[src/rtl/mac_seq_ctrl_if.sv]
// Signal bundle between the layer scheduler / operand buffer / MAC array and the MAC sequencer.
// MAC_SEQ_PERF_EN adds the perf_stall counter output.
interface mac_seq_ctrl_if #(
  parameter int MAC_NUM = 120,
  parameter int LEN_W   = 8
);
  logic               start;
  logic [LEN_W-1:0]   cfg_len;
  logic [MAC_NUM-1:0] cfg_lane_mask;
  logic               op_vld;
  logic [LEN_W-1:0]   op_addr;
  logic [MAC_NUM-1:0] mac_en;
  logic               psum_sel;
  logic               acc_ld;
  logic               out_wr;
  logic               busy;
  logic               done;
`ifdef MAC_SEQ_PERF_EN
  logic [15:0]        perf_stall;

  modport slave (
    input  start, cfg_len, cfg_lane_mask, op_vld,
    output op_addr, mac_en, psum_sel, acc_ld, out_wr, busy, done, perf_stall
  );
  modport master (
    output start, cfg_len, cfg_lane_mask, op_vld,
    input  op_addr, mac_en, psum_sel, acc_ld, out_wr, busy, done, perf_stall
  );
`else
  modport slave (
    input  start, cfg_len, cfg_lane_mask, op_vld,
    output op_addr, mac_en, psum_sel, acc_ld, out_wr, busy, done
  );
  modport master (
    output start, cfg_len, cfg_lane_mask, op_vld,
    input  op_addr, mac_en, psum_sel, acc_ld, out_wr, busy, done
  );
`endif
endinterface

[src/rtl/mac_seq_ctrl.sv]
// MAC lane-array sequencer: runs one cfg_len-step dot-product job, pacing issues STEP_CYC apart.
// Optional MAC_SEQ_PERF_EN adds a saturating operand-stall counter on perf_stall.
module mac_seq_ctrl #(
  parameter int MAC_NUM  = 120,
  parameter int LEN_W    = 8,
  parameter int STEP_CYC = 4
) (
  input  logic         clk,
  input  logic         rst_n,
  mac_seq_ctrl_if.slave bus
);
  localparam int              GAP_W    = $clog2(STEP_CYC + 1);
  localparam logic [GAP_W-1:0] GAP_LOAD = GAP_W'(STEP_CYC - 1);

  typedef enum logic [2:0] {
    S_IDLE,
    S_WAIT,
    S_ISSUE,
    S_DRAIN,
    S_DONE
  } state_e;

  state_e             state_q, state_d;
  logic [LEN_W-1:0]   len_q, len_d;
  logic [LEN_W-1:0]   addr_q, addr_d;
  logic [MAC_NUM-1:0] mask_q, mask_d;
  logic [GAP_W-1:0]   gap_q, gap_d;
  logic               zero_q, zero_d;
  // Per-issue tracking for T+1..T+3: valid, first-step and last-step flags.
  logic [2:0]         pv_q, pf_q, pl_q;

  logic accept;
  logic issue;
  logic last_step;
  logic out_wr;

  assign issue     = (state_q == S_ISSUE);
  assign last_step = (addr_q == len_q - 1'b1);
  assign out_wr    = pv_q[2] & pl_q[2];

  // NOTE: every always_comb output gets a default first so no path leaves it unassigned (no latch).
  always_comb begin
    state_d = state_q;
    len_d   = len_q;
    mask_d  = mask_q;
    addr_d  = addr_q;
    zero_d  = zero_q;
    gap_d   = (gap_q != '0) ? gap_q - 1'b1 : gap_q;
    accept  = 1'b0;

    unique case (state_q)
      S_IDLE: begin
        accept = bus.start;
        if (accept) begin
          len_d   = bus.cfg_len;
          mask_d  = bus.cfg_lane_mask;
          addr_d  = '0;
          zero_d  = (bus.cfg_len == '0);
          state_d = (bus.cfg_len == '0) ? S_DRAIN : S_WAIT;
        end
      end
      S_WAIT: begin
        // Gap is loaded on the way into ISSUE so it is already counting during the issue cycle.
        if (bus.op_vld && gap_q == '0) begin
          state_d = S_ISSUE;
          gap_d   = GAP_LOAD;
        end
      end
      S_ISSUE: begin
        if (last_step) begin
          state_d = S_DRAIN;
        end else begin
          addr_d  = addr_q + 1'b1;
          state_d = S_WAIT;
        end
      end
      S_DRAIN: begin
        if (zero_q || out_wr) state_d = S_DONE;
      end
      S_DONE:  state_d = S_IDLE;
      default: state_d = S_IDLE;
    endcase
  end

  // NOTE: sequential state uses non-blocking assignments so all registers update from pre-edge values.
  always_ff @(posedge clk or negedge rst_n) begin
    if (!rst_n) begin
      state_q <= S_IDLE;
      len_q   <= '0;
      mask_q  <= '0;
      addr_q  <= '0;
      gap_q   <= '0;
      zero_q  <= 1'b0;
      pv_q    <= '0;
      pf_q    <= '0;
      pl_q    <= '0;
    end else begin
      state_q <= state_d;
      len_q   <= len_d;
      mask_q  <= mask_d;
      addr_q  <= addr_d;
      gap_q   <= gap_d;
      zero_q  <= zero_d;
      pv_q    <= {pv_q[1:0], issue};
      pf_q    <= {pf_q[1:0], addr_q == '0};
      pl_q    <= {pl_q[1:0], last_step};
    end
  end

  assign bus.op_addr  = addr_q;
  assign bus.mac_en   = issue ? mask_q : '0;
  assign bus.psum_sel = pv_q[1] & ~pf_q[1];
  assign bus.acc_ld   = pv_q[2] & ~pl_q[2];
  assign bus.out_wr   = out_wr;
  assign bus.busy     = (state_q != S_IDLE);
  assign bus.done     = (state_q == S_DONE);

`ifdef MAC_SEQ_PERF_EN
  logic [15:0] perf_q;

  always_ff @(posedge clk or negedge rst_n) begin
    if (!rst_n) begin
      perf_q <= '0;
    end else if (accept) begin
      perf_q <= '0;
    end else if (state_q == S_WAIT && !bus.op_vld && gap_q == '0 && perf_q != 16'hFFFF) begin
      perf_q <= perf_q + 1'b1;
    end
  end

  assign bus.perf_stall = perf_q;
`endif
endmodule
[src/flat_wrapper.sv]
// flat-port wrapper written by rule: the top's interface ports become plain ports
module mac_seq_ctrl_flat 
#(
  parameter int MAC_NUM  = 120,
  parameter int LEN_W    = 8,
  parameter int STEP_CYC = 4
)
  (clk, rst_n, bus_start, bus_cfg_len, bus_cfg_lane_mask, bus_op_vld, bus_op_addr, bus_mac_en, bus_psum_sel, bus_acc_ld, bus_out_wr, bus_busy, bus_done);
  mac_seq_ctrl_if #(.MAC_NUM(MAC_NUM), .LEN_W(LEN_W)) bus_i ();
  input  logic clk;
  input  logic rst_n;
  input wire logic [$bits(bus_i.start)-1:0] bus_start;
  input wire logic [$bits(bus_i.cfg_len)-1:0] bus_cfg_len;
  input wire logic [$bits(bus_i.cfg_lane_mask)-1:0] bus_cfg_lane_mask;
  input wire logic [$bits(bus_i.op_vld)-1:0] bus_op_vld;
  output wire logic [$bits(bus_i.op_addr)-1:0] bus_op_addr;
  output wire logic [$bits(bus_i.mac_en)-1:0] bus_mac_en;
  output wire logic [$bits(bus_i.psum_sel)-1:0] bus_psum_sel;
  output wire logic [$bits(bus_i.acc_ld)-1:0] bus_acc_ld;
  output wire logic [$bits(bus_i.out_wr)-1:0] bus_out_wr;
  output wire logic [$bits(bus_i.busy)-1:0] bus_busy;
  output wire logic [$bits(bus_i.done)-1:0] bus_done;
  assign bus_i.start = bus_start;
  assign bus_i.cfg_len = bus_cfg_len;
  assign bus_i.cfg_lane_mask = bus_cfg_lane_mask;
  assign bus_i.op_vld = bus_op_vld;
  assign bus_op_addr = bus_i.op_addr;
  assign bus_mac_en = bus_i.mac_en;
  assign bus_psum_sel = bus_i.psum_sel;
  assign bus_acc_ld = bus_i.acc_ld;
  assign bus_out_wr = bus_i.out_wr;
  assign bus_busy = bus_i.busy;
  assign bus_done = bus_i.done;
  mac_seq_ctrl #(.MAC_NUM(MAC_NUM), .LEN_W(LEN_W), .STEP_CYC(STEP_CYC)) u_core (.clk(clk), .rst_n(rst_n), .bus(bus_i));
endmodule
[config.mk]
export PLATFORM = sky130hd
export DESIGN_NAME = mac_seq_ctrl_flat
export DESIGN_NICKNAME = d
export VERILOG_FILES = /design/src/rtl/mac_seq_ctrl_if.sv /design/src/rtl/mac_seq_ctrl.sv /design/src/flat_wrapper.sv
export SDC_FILE = /design/constraint.sdc
export NUM_CORES = 1
export LEC_CHECK = 0
export BUFFER_PORTS_ARGS = -buffer_cell sky130_fd_sc_hd__buf_2
export CORE_UTILIZATION = 40
export CTS_CLUSTER_DIAMETER = 50
export DETAILED_ROUTE_END_ITERATION = 8
export PLACE_DENSITY = 0.67
export REMOVE_ABC_BUFFERS = 1
export SETUP_SLACK_MARGIN = 0.15
export SLEW_MARGIN = 10
export SYNTH_ARGS = -nofsm -noshare
export SYNTH_HDL_FRONTEND = slang
export SYNTH_SLANG_ARGS = --single-unit
[constraint.sdc]
create_clock -name clk -period 4.1 [get_ports clk]
set_input_delay 0 -clock clk [delete_from_list [all_inputs] [get_ports clk]]
set_output_delay 0 -clock clk [all_outputs]
set_load 0.02 [all_outputs]
==> results.sh, run 1 <==
export IMPL_die_w_um=134
export IMPL_vias=6985
export IMPL_min_from="bus_op_vld"
export IMPL_holdPathStages=5
export IMPL_synth_main_ff_cell="dfrtp_1"
export IMPL_r2r_end="u_core.mask_q[80]$_DFFE_PN0P_"
export IMPL_dpl_cell_area_um2=8380
export IMPL_r2r_start="u_core.state_q[2]$_DFFE_PN0P_"
export IMPL_first_global_vias=6717
export IMPL_vias_per_cell=4.92
export IMPL_post_place_ws_ps=1730
export IMPL_power_w=0.00348
export IMPL_fp_row_count=47
export IMPL_muxShareOfSynthArea_pct=0.307
export IMPL_ant_nets=0
export IMPL_synth_edf_count=0
export IMPL_clockPowerShare_pct=49.2
export IMPL_status="finished, final reports clean"
export IMPL_cts_buffers=17
export IMPL_post_cts_buffers=0
export IMPL_grt_total_usage_pct=23.3
export IMPL_holdWs_ps=53.6
export IMPL_synth_seq_cells=151
export IMPL_cts_tree="done"
export IMPL_yosysSeqAreaShare_pct=54.5
export IMPL_wirelength_mm=20.4
export IMPL_final_nets=1326
export IMPL_clockBufferDepth=2
export IMPL_slowest_stage="and2_4"
export IMPL_slew_violations=0
export IMPL_start_util_pct=41.4
export IMPL_p_sw_w=0.000719
export IMPL_place_gp_congestion=0.791
export IMPL_synthSimpleGateAreaFrac_pct=36.6
export IMPL_io_pins=265
export IMPL_power_per_cell_area_nw_per_um2=337
export IMPL_cp_max_fo=70
export IMPL_r2r_cells=5
export IMPL_yosysWarningCount=0
export IMPL_synth_top_family_by_area="simple AND/OR/NAND/NOR gates"
export IMPL_synthAdderAreaFrac_pct=0.903
export IMPL_drt_pass1_iterations=5
export IMPL_finClkSkew_ps=11.3
export IMPL_antenna_cells=0
export IMPL_p_seq_share_pct=43.6
export IMPL_start_kind="flop"
export IMPL_crit_path_frequent_cell="nand2_1"
export IMPL_core_area_um2=16800
export IMPL_hold_viol=0
export IMPL_pwr_share_comb_pct=7.2
export IMPL_cts_root_buf="clkbuf_16"
export IMPL_final_common_cell="nand2_1"
export IMPL_gr_usage_met1_pct=31.1
export IMPL_fmax_ghz=0.415
export IMPL_cp_data_required_time_ps=4450
export IMPL_maxCapViolCount=0
export IMPL_synthCells=831
export IMPL_drive_gt1_share_pct=25.9
export IMPL_final_cell_mix="nand2_1 (392), buf_2 (263), dfrtp_1 (150)"
export IMPL_ir_worst_vdd_v=0.000274
export IMPL_grt_overflow_total=0
export IMPL_use_met3_pct=4.49
export IMPL_synth_compound_area_share_pct=2.55
export IMPL_worst_slew_margin_rel_pct=31.8
export IMPL_hold_end="u_core.state_q[1]$_DFFE_PN0P_"
export IMPL_grt_pass1_wl_mm=33.5
export IMPL_worstMarginPinSlew_ps=1020
export IMPL_critical_path_top_delay_family="simple AND/OR/NAND/NOR gates"
export IMPL_period_share_pct=58.8
export IMPL_swShare_pct=20.7
export IMPL_clk_pin_slew_ps=60
export IMPL_stdcell_area_um2=10300
export IMPL_synth_xor_xnor_area_share_pct=1.14
export IMPL_path_cells="nor3_1 > and2_4 > buf_12 > nand2_1 > nand2_1"
export IMPL_cp_arrival_ps=2760
export IMPL_die_y_um=134
export IMPL_syn_avg_cell_area_um2=8.34
export IMPL_route_detailed_drc=0
export IMPL_antenna_found_initial=0
export IMPL_rsz0062_at_grt="false"
export IMPL_portBuffers=264
export IMPL_dieArea_um2=17900
export IMPL_htreeDepth=4
export IMPL_area_delta_synth_final_pct=48.8
export IMPL_cp_slowest_stage_delay_ps=710
export IMPL_insertion_delay_ps=420
export IMPL_worstHoldPathType="in -> reg"
export IMPL_syn_cell_area_um2=6930
export IMPL_end_kind="flop"
export IMPL_setup_viol=0
export IMPL_wire_per_inst_um=14.3
export IMPL_drt_initial_drc_count=426
export IMPL_holdBufCountCts=129
export IMPL_path_class="reg -> reg"
export IMPL_busiest_layer="met2"
export IMPL_synth_cell_types=40
export IMPL_finalCriticalPeriod_ps=2410
export IMPL_gr_usage_met2_pct=38.0
export IMPL_grt_max_degree=121
export IMPL_synthArstFlopShare_pct=100
export IMPL_worstPathBufferInverterCount=1
export IMPL_p_leak_nw=6.29
export IMPL_p_int_w=0.00276
export IMPL_dp_hpwl_mm=11.8
export IMPL_cts_num_sinks=151
export IMPL_r2r_setup_slack_ps=1690
export IMPL_fin_ws_ps=1690
export IMPL_post_cts_resized=0
## tightest hold or removal path: cells and delay by family
| kind | cells | cell delay, ps |
|---|---|---|
| compound gates | 2 | 180 |
| simple gates | 2 | 150 |
| buf+inv | 1 | 100 |
## stage by stage
step / util [%] / TNS, ps / cells
2_1_floorplan: - / -1710 / 770
3_3_place_gp: 50.0 / 0 / 1261
3_5_place_dp: 50.0 / 0 / 1261
4_1_cts: 61.5 / 0 / 1421
5_1_grt: 61.5 / 0 / 1421
6_report: 61.5 / 0 / 1421
## per-layer routing
| metal | vias to the layer above | part of all wire [%] |
|---|---|---|
| met4 | 0 | 2.2 |
| li1 | 3377 | - |
| met2 | 255 | 49 |
| met1 | 3314 | 44 |
| met5 | - | 0 |
| met3 | 39 | 5.6 |
## power by group through the flow
stage,clock (W),sequential (W),combinational [W]
2_1_floorplan,0,0.00154,0.0000490
3_3_place_gp,0,0.00154,0.000152
3_5_place_dp,0,0.00154,0.000155
4_1_cts,0.00175,0.00152,0.000253
5_1_grt,0.00180,0.00152,0.000283
6_report,0.00171,0.00152,0.000252
## area by class of cell
type                    instances  area, µm²
well taps                     220        275
clock buffers                  20        447
multi-input cells             609       2900
repair buffers                400       2680
fillers                      1412       6450
clock inverters                11        195
inverters                      10       37.5
flip-flops and latches        151       3780
## worst max path at each step
| stage | end | from | depth (start not counted) |
|---|---|---|---|
| final | u_core.mask_q[80]$_DFFE_PN0P_ | u_core.state_q[2]$_DFFE_PN0P_ | 5 |
| after CTS | u_core.mask_q[35]$_DFFE_PN0P_ | u_core.state_q[2]$_DFFE_PN0P_ | 5 |
| after detailed placement | u_core.mask_q[74]$_DFFE_PN0P_ | u_core.state_q[2]$_DFFE_PN0P_ | 5 |
| after global placement | u_core.mask_q[72]$_DFFE_PN0P_ | u_core.state_q[2]$_DFFE_PN0P_ | 5 |
| after global routing | u_core.mask_q[95]$_DFFE_PN0P_ | u_core.state_q[2]$_DFFE_PN0P_ | 5 |
| after floorplan | u_core.len_q[0]$_DFFE_PN0P_ | u_core.state_q[1]$_DFFE_PN0P_ | 3 |
## registers in the layout (all words and copies together), names as in the netlist
| signal | flops |
|---|---|
| u_core.bus.op_addr | 8 |
| u_core.gap_q | 3 |
| u_core.len_q | 8 |
| u_core.mask_q | 120 |
| u_core.pf_q | 2 |
| u_core.pl_q | 3 |
| u_core.pv_q | 3 |
| u_core.state_q | 3 |
| u_core.zero_q | 1 |
## synth_stat cells, types with 5 or more instances
master    count  share of area [%]
xnor2_1       6               0.76
o21ai_0      15                1.1
ha_1          5               0.90
nor2_1        9               0.49
nor3_1        5               0.36
inv_1        10               0.54
buf_1         5               0.27
and3_1      121                 11
clkbuf_1     55                3.0
a21oi_1       9               0.65
or3_1         7               0.63
nor4_1        5               0.45
dfrtp_1     151                 55
nand2_1     393                 21
## cell families after synthesis
group	Yosys count
adders and majority gates	5
muxes	2
AOI/OAI and AO/OA	30
and+or+nand+nor	563
DFF	151
buffers and inverters	71
xor gates and xnor gates	9
Power figures use the tool's default switching activity.
==> run 2, diff against run 1 <==
Settings changed: PLACE_DENSITY 0.67 to 0.7.
Clock period 4.1 ns to 2.11 ns, I/O delays scaled along.
==> run 2 against run 1 <==
The flow now finishes with violations (negative setup slack). Setup slack lost 1700 ps. Sequential cell count is the same. Critical path type unchanged. Via count grew 2.4%. Combinational power grew 99%.
==> results.sh, run 2 (same netlist as run 1, synthesis figures left out) <==
export IMPL_status="finished with violations"
export IMPL_violations="negative setup slack"
export IMPL_power_per_cell_area_nw_per_um2=612
export IMPL_fillers=1370
export IMPL_vias_per_cell=4.94
export IMPL_cp_max_fo=5
export IMPL_drt_initial_drc_count=379
export IMPL_r2r_setup_slack_ps=-50
export IMPL_worstPathBufferInverterCount=0
export IMPL_grt_max_degree=95
export IMPL_fin_util_pct=63.3
export IMPL_wirelength_mm=21.8
export IMPL_start_kind="flop"
export IMPL_slowest_stage="or4_4"
export IMPL_clockPowerShare_pct=46.9
export IMPL_crit_end="u_core.bus.op_addr[7]$_DFFE_PN0P_"
export IMPL_path_cells="or4_4 > o221ai_2 > nand3_2 > and4_4 > or4_4 > a21oi_2"
export IMPL_dieArea_um2=17900
export IMPL_multi_input_area_um2=2980
export IMPL_holdWs_ps=46.5
export IMPL_cts_tree="done"
export IMPL_largest_register="u_core.mask_q"
export IMPL_swShare_pct=21.8
export IMPL_worstMarginPinSlew_ps=665
export IMPL_holdPathStages=4
export IMPL_cp_arrival_ps=2500
export IMPL_antenna_found_initial=0
export IMPL_ir_worst_vdd_v=0.000543
export IMPL_route_detailed_drc=0
export IMPL_insertion_delay_ps=420
export IMPL_fin_ws_ps=-47.8
export IMPL_drive_gt1_share_pct=28.6
export IMPL_dp_hpwl_mm=12.8
export IMPL_cts_buffers=17
export IMPL_worstHoldPathType="in -> reg"
export IMPL_final_common_cell="nand2_1"
export IMPL_cts_root_buf="clkbuf_16"
export IMPL_critical_path_top_delay_family="simple AND/OR/NAND/NOR gates"
export IMPL_fin_setup_tns_ps=-54.5
export IMPL_die_y_um=134
export IMPL_p_seq_share_pct=45.4
export IMPL_start_util_pct=41.4
export IMPL_p_leak_nw=6.41
export IMPL_drt_pass1_iterations=4
export IMPL_p_int_w=0.00508
export IMPL_cp_startpoint="u_core.len_q[2]$_DFFE_PN0P_"
export IMPL_fin_cells=1448
export IMPL_wire_per_inst_um=15.1
export IMPL_end_kind="flop"
export IMPL_fmax_ghz=0.463
export IMPL_first_global_vias=7019
export IMPL_htreeDepth=4
export IMPL_largest_register_ff_count=120
export IMPL_io_pins=265
export IMPL_antenna_cells=0
export IMPL_grt_overflow_total=0
export IMPL_clockBufferDepth=2
export IMPL_r2r_cells=6
export IMPL_register_area_um2=3780
export IMPL_portBuffers=264
export IMPL_finalCriticalPeriod_ps=2160
export IMPL_grt_total_usage_pct=24.3
export IMPL_clk_pin_slew_ps=60
export IMPL_ant_nets=0
export IMPL_hold_viol=0
export IMPL_dp_cells=1283
export IMPL_r2r_start="u_core.len_q[2]$_DFFE_PN0P_"
export IMPL_grt_pass1_wl_mm=34.4
export IMPL_cts_num_sinks=151
export IMPL_rsz0062_at_grt="true"
export IMPL_cp_data_required_time_ps=2450
export IMPL_setup_viol=2
export IMPL_finClkSkew_ps=7.00
export IMPL_final_nets=1352
export IMPL_period_share_pct=102
export IMPL_die_w_um=134
export IMPL_worst_slew_margin_rel_pct=55.7
export IMPL_r2r_end="u_core.bus.op_addr[7]$_DFFE_PN0P_"
export IMPL_cp_num_cells=6
export IMPL_vias=7154
export IMPL_place_gp_congestion=0.840
export IMPL_crit_path_frequent_cell="or4_4"
export IMPL_core_area_um2=16800
export IMPL_area_delta_synth_final_pct=53.1
export IMPL_path_class="reg -> reg"
export IMPL_final_cell_mix="nand2_1 (391), buf_2 (263), dfrtp_1 (150)"
export IMPL_p_sw_w=0.00142
export IMPL_pwr_share_comb_pct=7.7
export IMPL_maxCapViolCount=0
export IMPL_cp_slowest_stage_delay_ps=550
export IMPL_fp_row_count=47
export IMPL_slew_violations=0
==> run 2: cell count changes in the layout (fill, tap and decap cells not counted), sizes merged <==
| cell | change |
|---|---|
| buf | +26 |
| clkinv | -1 |
| bufinv | -3 |
| clkbuf | +2 |
| clkinvlp | +3 |
==> run 2: per-layer routing <==
layer  routed length, µm  GRT usage, %  vias to the layer above
met4                 576          10.5                        0
met5                   0             0                        -
li1                    -             -                     3431
met2               10900          42.2                      291
met1                9020          29.4                     3384
met3                1350          4.60                       48
==> run 2: final cells by class <==
type | instances | share of cell area [%]
clock inverter | 10 | 1.12
sequential | 151 | 35.6
clock buffer | 22 | 4.47
tap | 220 | 2.59
multi-input combinational | 609 | 28.1
timing repair buffer | 426 | 27.8
inverter | 10 | 0.354
==> run 2: worst reg2reg max path: cells and delay by family, from the launching register on <==
kind	cells	cell delay, ps
compound gates	2	330
flops	1	390
simple gates	4	1370
==> run 2: how the worst min path moves through the flow <==
stage                          start                                end  slack, ps
after global routing       bus_start      u_core.state_q[1]$_DFFE_PN0P_        100
after detailed placement       rst_n      u_core.mask_q[73]$_DFFE_PN0P_         60
after global placement         rst_n      u_core.mask_q[73]$_DFFE_PN0P_         50
final                     bus_op_vld      u_core.state_q[0]$_DFFE_PN0P_         50
after floorplan                rst_n  u_core.bus.op_addr[0]$_DFFE_PN0P_       -300
after CTS                  bus_start      u_core.state_q[1]$_DFFE_PN0P_         30
==> run 2: what timing repair did <==
| action | 4_1_cts | 5_1_grt |
|---|---|---|
| pin swaps | 6 | 11 |
| hold endpoints to repair | 193 | 0 |
| buffers inserted | 1 | 3 |
| hold buffers | 129 | 0 |
| endpoints found under the setup margin | 9 | 58 |
| resized for setup | 7 | 16 |
==> run 2: metrics by stage <==
| stage | total power [W] | area (µm²) | setup slack [ps] |
|---|---|---|---|
| 4_1_cts | 0.00655 | 10500 | -17.6 |
| 6_report | 0.00650 | 10600 | -47.8 |
| 2_1_floorplan | 0.00309 | 6690 | -2120 |
| 3_3_place_gp | 0.00330 | 8610 | -91.0 |
| 5_1_grt | 0.00673 | 10600 | -101 |
| 3_5_place_dp | 0.00331 | 8610 | -199 |
==> run 2: power by group through the flow <==
stage	registers [W]	logic (W)	clock network, W
3_3_place_gp	0.00300	0.000303	0
2_1_floorplan	0.00300	0.0000953	0
6_report	0.00295	0.000502	0.00304
5_1_grt	0.00295	0.000559	0.00322
3_5_place_dp	0.00300	0.000309	0
4_1_cts	0.00295	0.000498	0.00311
==> run 3, diff against run 2 <==
Settings changed: ABC_AREA set to 1.
==> run 3 against run 2 <==
The run now ends clean. Utilization rose by 0.57 points. Critical path type is now reg -> out. Sequential power rose by 58%. Largest cell class unchanged. Critical path depth rose by 1.
==> results.sh, run 3 <==
export IMPL_ant_nets=0
export IMPL_end_kind="output pin"
export IMPL_power_per_cell_area_nw_per_um2=1290
export IMPL_cts_root_buf="clkbuf_16"
export IMPL_wirelength_mm=21.8
export IMPL_start_util_pct=41.5
export IMPL_p_int_w=0.00854
export IMPL_synthArstFlopShare_pct=100
export IMPL_fillers=1312
export IMPL_antenna_found_initial=0
export IMPL_worstPathBufferInverterCount=4
export IMPL_io_pins=265
export IMPL_vias_per_cell=4.68
export IMPL_ir_worst_vdd_v=0.00139
export IMPL_clockBufferDepth=2
export IMPL_clk_pin_slew_ps=60
export IMPL_final_nets=1397
export IMPL_post_place_ws_ps=273
export IMPL_rsz0062_at_grt="true"
export IMPL_crit_path_frequent_cell="nor2_4"
export IMPL_cp_arrival_ps=1860
export IMPL_final_cell_mix="buf_2 (258), nand2_1 (186), dfrtp_1 (150)"
export IMPL_pwr_share_comb_pct=40.2
export IMPL_cp_max_fo=30
export IMPL_cts_tree="done"
export IMPL_fin_cells=1493
export IMPL_worstHoldPathType="in -> async"
export IMPL_synth_edf_count=0
export IMPL_grt_max_degree=87
export IMPL_fmax_ghz=0.539
export IMPL_maxCapViolCount=0
export IMPL_cts_num_sinks=151
export IMPL_insertion_delay_ps=410
export IMPL_path_cells="nor2_4 > inv_2 > nor2_4 > inv_8 > clkbuf_16 > nor2_1 > buf_2"
export IMPL_finClkSkew_ps=9.17
export IMPL_clockPowerShare_pct=26.0
export IMPL_synth_xor_xnor_area_share_pct=1.13
export IMPL_synthCells=860
export IMPL_slowest_stage="dfrtp_1"
export IMPL_synth_area_leaders="dfrtp_1 (54%), nand2_1 (10%), inv_1 (7.9%), nor2_1 (7.4%), o21ai_0 (7.1%)"
export IMPL_core_area_um2=16800
export IMPL_muxShareOfSynthArea_pct=0
export IMPL_worstMarginPinSlew_ps=586
export IMPL_wire_per_inst_um=14.6
export IMPL_yosysTopAreaCellShare_pct=54.4
export IMPL_dieArea_um2=17900
export IMPL_cp_slowest_stage_delay_ps=410
export IMPL_largest_register_ff_count=120
export IMPL_grt_overflow_total=0
export IMPL_path_class="reg -> out"
export IMPL_synth_seq_cells=151
export IMPL_yosysMostFrequentCell="nand2_1"
export IMPL_swShare_pct=38.0
export IMPL_final_common_cell="buf_2"
export IMPL_fin_ws_ps=253
export IMPL_fp_row_count=47
export IMPL_synth_main_ff_cell="dfrtp_1"
export IMPL_synth_compound_area_share_pct=9.88
export IMPL_place_gp_congestion=0.885
export IMPL_hold_viol=0
export IMPL_first_global_vias=6873
export IMPL_grt_total_usage_pct=22.8
export IMPL_syn_cell_area_um2=6950
export IMPL_synthTopCellsByCount="nand2_1 (187), dfrtp_1 (151), inv_1 (146), nor2_1 (137), o21ai_0 (98)"
export IMPL_slew_violations=0
export IMPL_dp_hpwl_mm=11.7
export IMPL_synth_cell_types=30
export IMPL_htreeDepth=4
export IMPL_synth_top_family_by_area="simple AND/OR/NAND/NOR gates"
export IMPL_drt_pass1_iterations=7
export IMPL_cts_buffers=17
export IMPL_die_w_um=134
export IMPL_die_y_um=134
export IMPL_cp_data_required_time_ps=2110
export IMPL_fin_setup_tns_ps=0
export IMPL_syn_avg_cell_area_um2=8.08
export IMPL_area_delta_synth_final_pct=54.0
export IMPL_route_detailed_drc=0
export IMPL_grt_pass1_wl_mm=32.3
export IMPL_worst_slew_margin_rel_pct=61.0
export IMPL_p_sw_w=0.00523
export IMPL_start_kind="flop"
export IMPL_synthSimpleGateAreaFrac_pct=21.2
export IMPL_drt_initial_drc_count=396
export IMPL_holdWs_ps=164
export IMPL_p_leak_nw=5.70
export IMPL_vias=6990
export IMPL_synthAdderAreaFrac_pct=0.900
export IMPL_setup_viol=0
export IMPL_finalCriticalPeriod_ps=1860
export IMPL_portBuffers=264
export IMPL_antenna_cells=0
export IMPL_yosysWarningCount=0
export IMPL_yosysSeqAreaShare_pct=54.4
export IMPL_period_share_pct=88.0
export IMPL_synth_top_area_cell="dfrtp_1"
export IMPL_status="finished, final reports clean"
export IMPL_critical_path_top_delay_family="buffers and inverters"
export IMPL_drive_gt1_share_pct=27.3
export IMPL_p_seq_share_pct=33.8
export IMPL_dp_cells=1317
export IMPL_largest_register="u_core.mask_q"
[run 3: changes by cell type after synthesis, sizes merged, moves of 4 or more]
cell | before | now
a21oi | 9 | 4
and3 | 122 | 0
buf | 6 | 30
clkbuf | 55 | 12
inv | 10 | 151
nand2 | 393 | 190
nand3 | 3 | 17
nor2 | 9 | 145
nor4 | 5 | 1
o21ai | 15 | 129
or3 | 7 | 0
[run 3: final timing paths]
path                                               start                                 to  slack (ps)  cells past startpoint
setup / recovery           u_core.state_q[0]$_DFFE_PN0P_                     bus_mac_en[28]         250                      7
hold / removal                                     rst_n      u_core.mask_q[56]$_DFFE_PN0P_         160                      2
setup reg to reg             u_core.len_q[1]$_DFFE_PN0P_  u_core.bus.op_addr[6]$_DFFE_PN0P_         300                     14
hold reg to reg                 u_core.pl_q[1]$_DFF_PN0_           u_core.pl_q[2]$_DFF_PN0_         340                      0
max in group asynchronous                          rst_n      u_core.state_q[2]$_DFFE_PN0P_        1250                      3
min in group clk                  bus_cfg_lane_mask[114]     u_core.mask_q[114]$_DFFE_PN0P_         330                      4
[run 3: repair_timing]
action	4_1_cts	5_1_grt
setup endpoints to repair	120	129
setup buffers	1	5
gates resized for setup	3	14
hold endpoints to repair	190	0
pin swaps	1	9
hold buffers	131	0
gates cloned	1	6
[run 3: logic make-up after synthesis]
| group | count (synthesis) |
|---|---|
| AOI/OAI and AO/OA | 136 |
| xor gates and xnor gates | 9 |
| adders and majority gates | 5 |
| buffers and inverters | 194 |
| DFF | 151 |
| and+or+nand+nor | 365 |
[run 3: worst reg2reg max path, delay by kind of cell, from the launching register on]
kind / cells / cell delay, ps
flip-flops: 1 / 370
adder cells (fa/ha/maj): 1 / 270
buffers and inverters: 2 / 100
AND/OR/NAND/NOR: 11 / 990
[run 3: cell type report]
cell class / instances / area, µm² / area share (%)
repair buffers: 422 / 3030 / 28.3
repair inverters: 1 / 5.00 / 0.0467
flip-flops and latches: 151 / 3780 / 35.3
clock inverters: 14 / 269 / 2.51
inverters: 152 / 583 / 5.45
clock buffers: 18 / 429 / 4.01
multi-input cells: 515 / 2330 / 21.8
well taps: 220 / 275 / 2.57
[run 3: layer usage]
layer | vias up | routed length [µm] | global-route usage (%) | share of wire, %
li1 | 3396 | - | - | -
met2 | 303 | 11000 | 39.9 | 51
met5 | - | 0 | 0 | 0
met1 | 3245 | 8880 | 26.9 | 41
met3 | 46 | 1340 | 4.61 | 6.2
met4 | 0 | 535 | 10.1 | 2.5
[run 3: power groups by stage]
stage	Sequential, W	Combinational (W)	Clock [W]
floorplan	0.00460	0.00337	0
global placement	0.00464	0.00464	0
detailed placement	0.00468	0.00473	0
CTS	0.00463	0.00507	0.00366
global route	0.00478	0.00617	0.00376
finish	0.00465	0.00554	0.00358
[run 3: through the flow]
stage | util (%) | power [W] | cell area, µm²
after floorplan | - | 0.00798 | 6650
after global placement | 50.4 | 0.00928 | 8450
after detailed placement | 50.4 | 0.00940 | 8450
after CTS | 62.7 | 0.0134 | 10500
after global routing | 63.9 | 0.0147 | 10700
final | 63.9 | 0.0138 | 10700
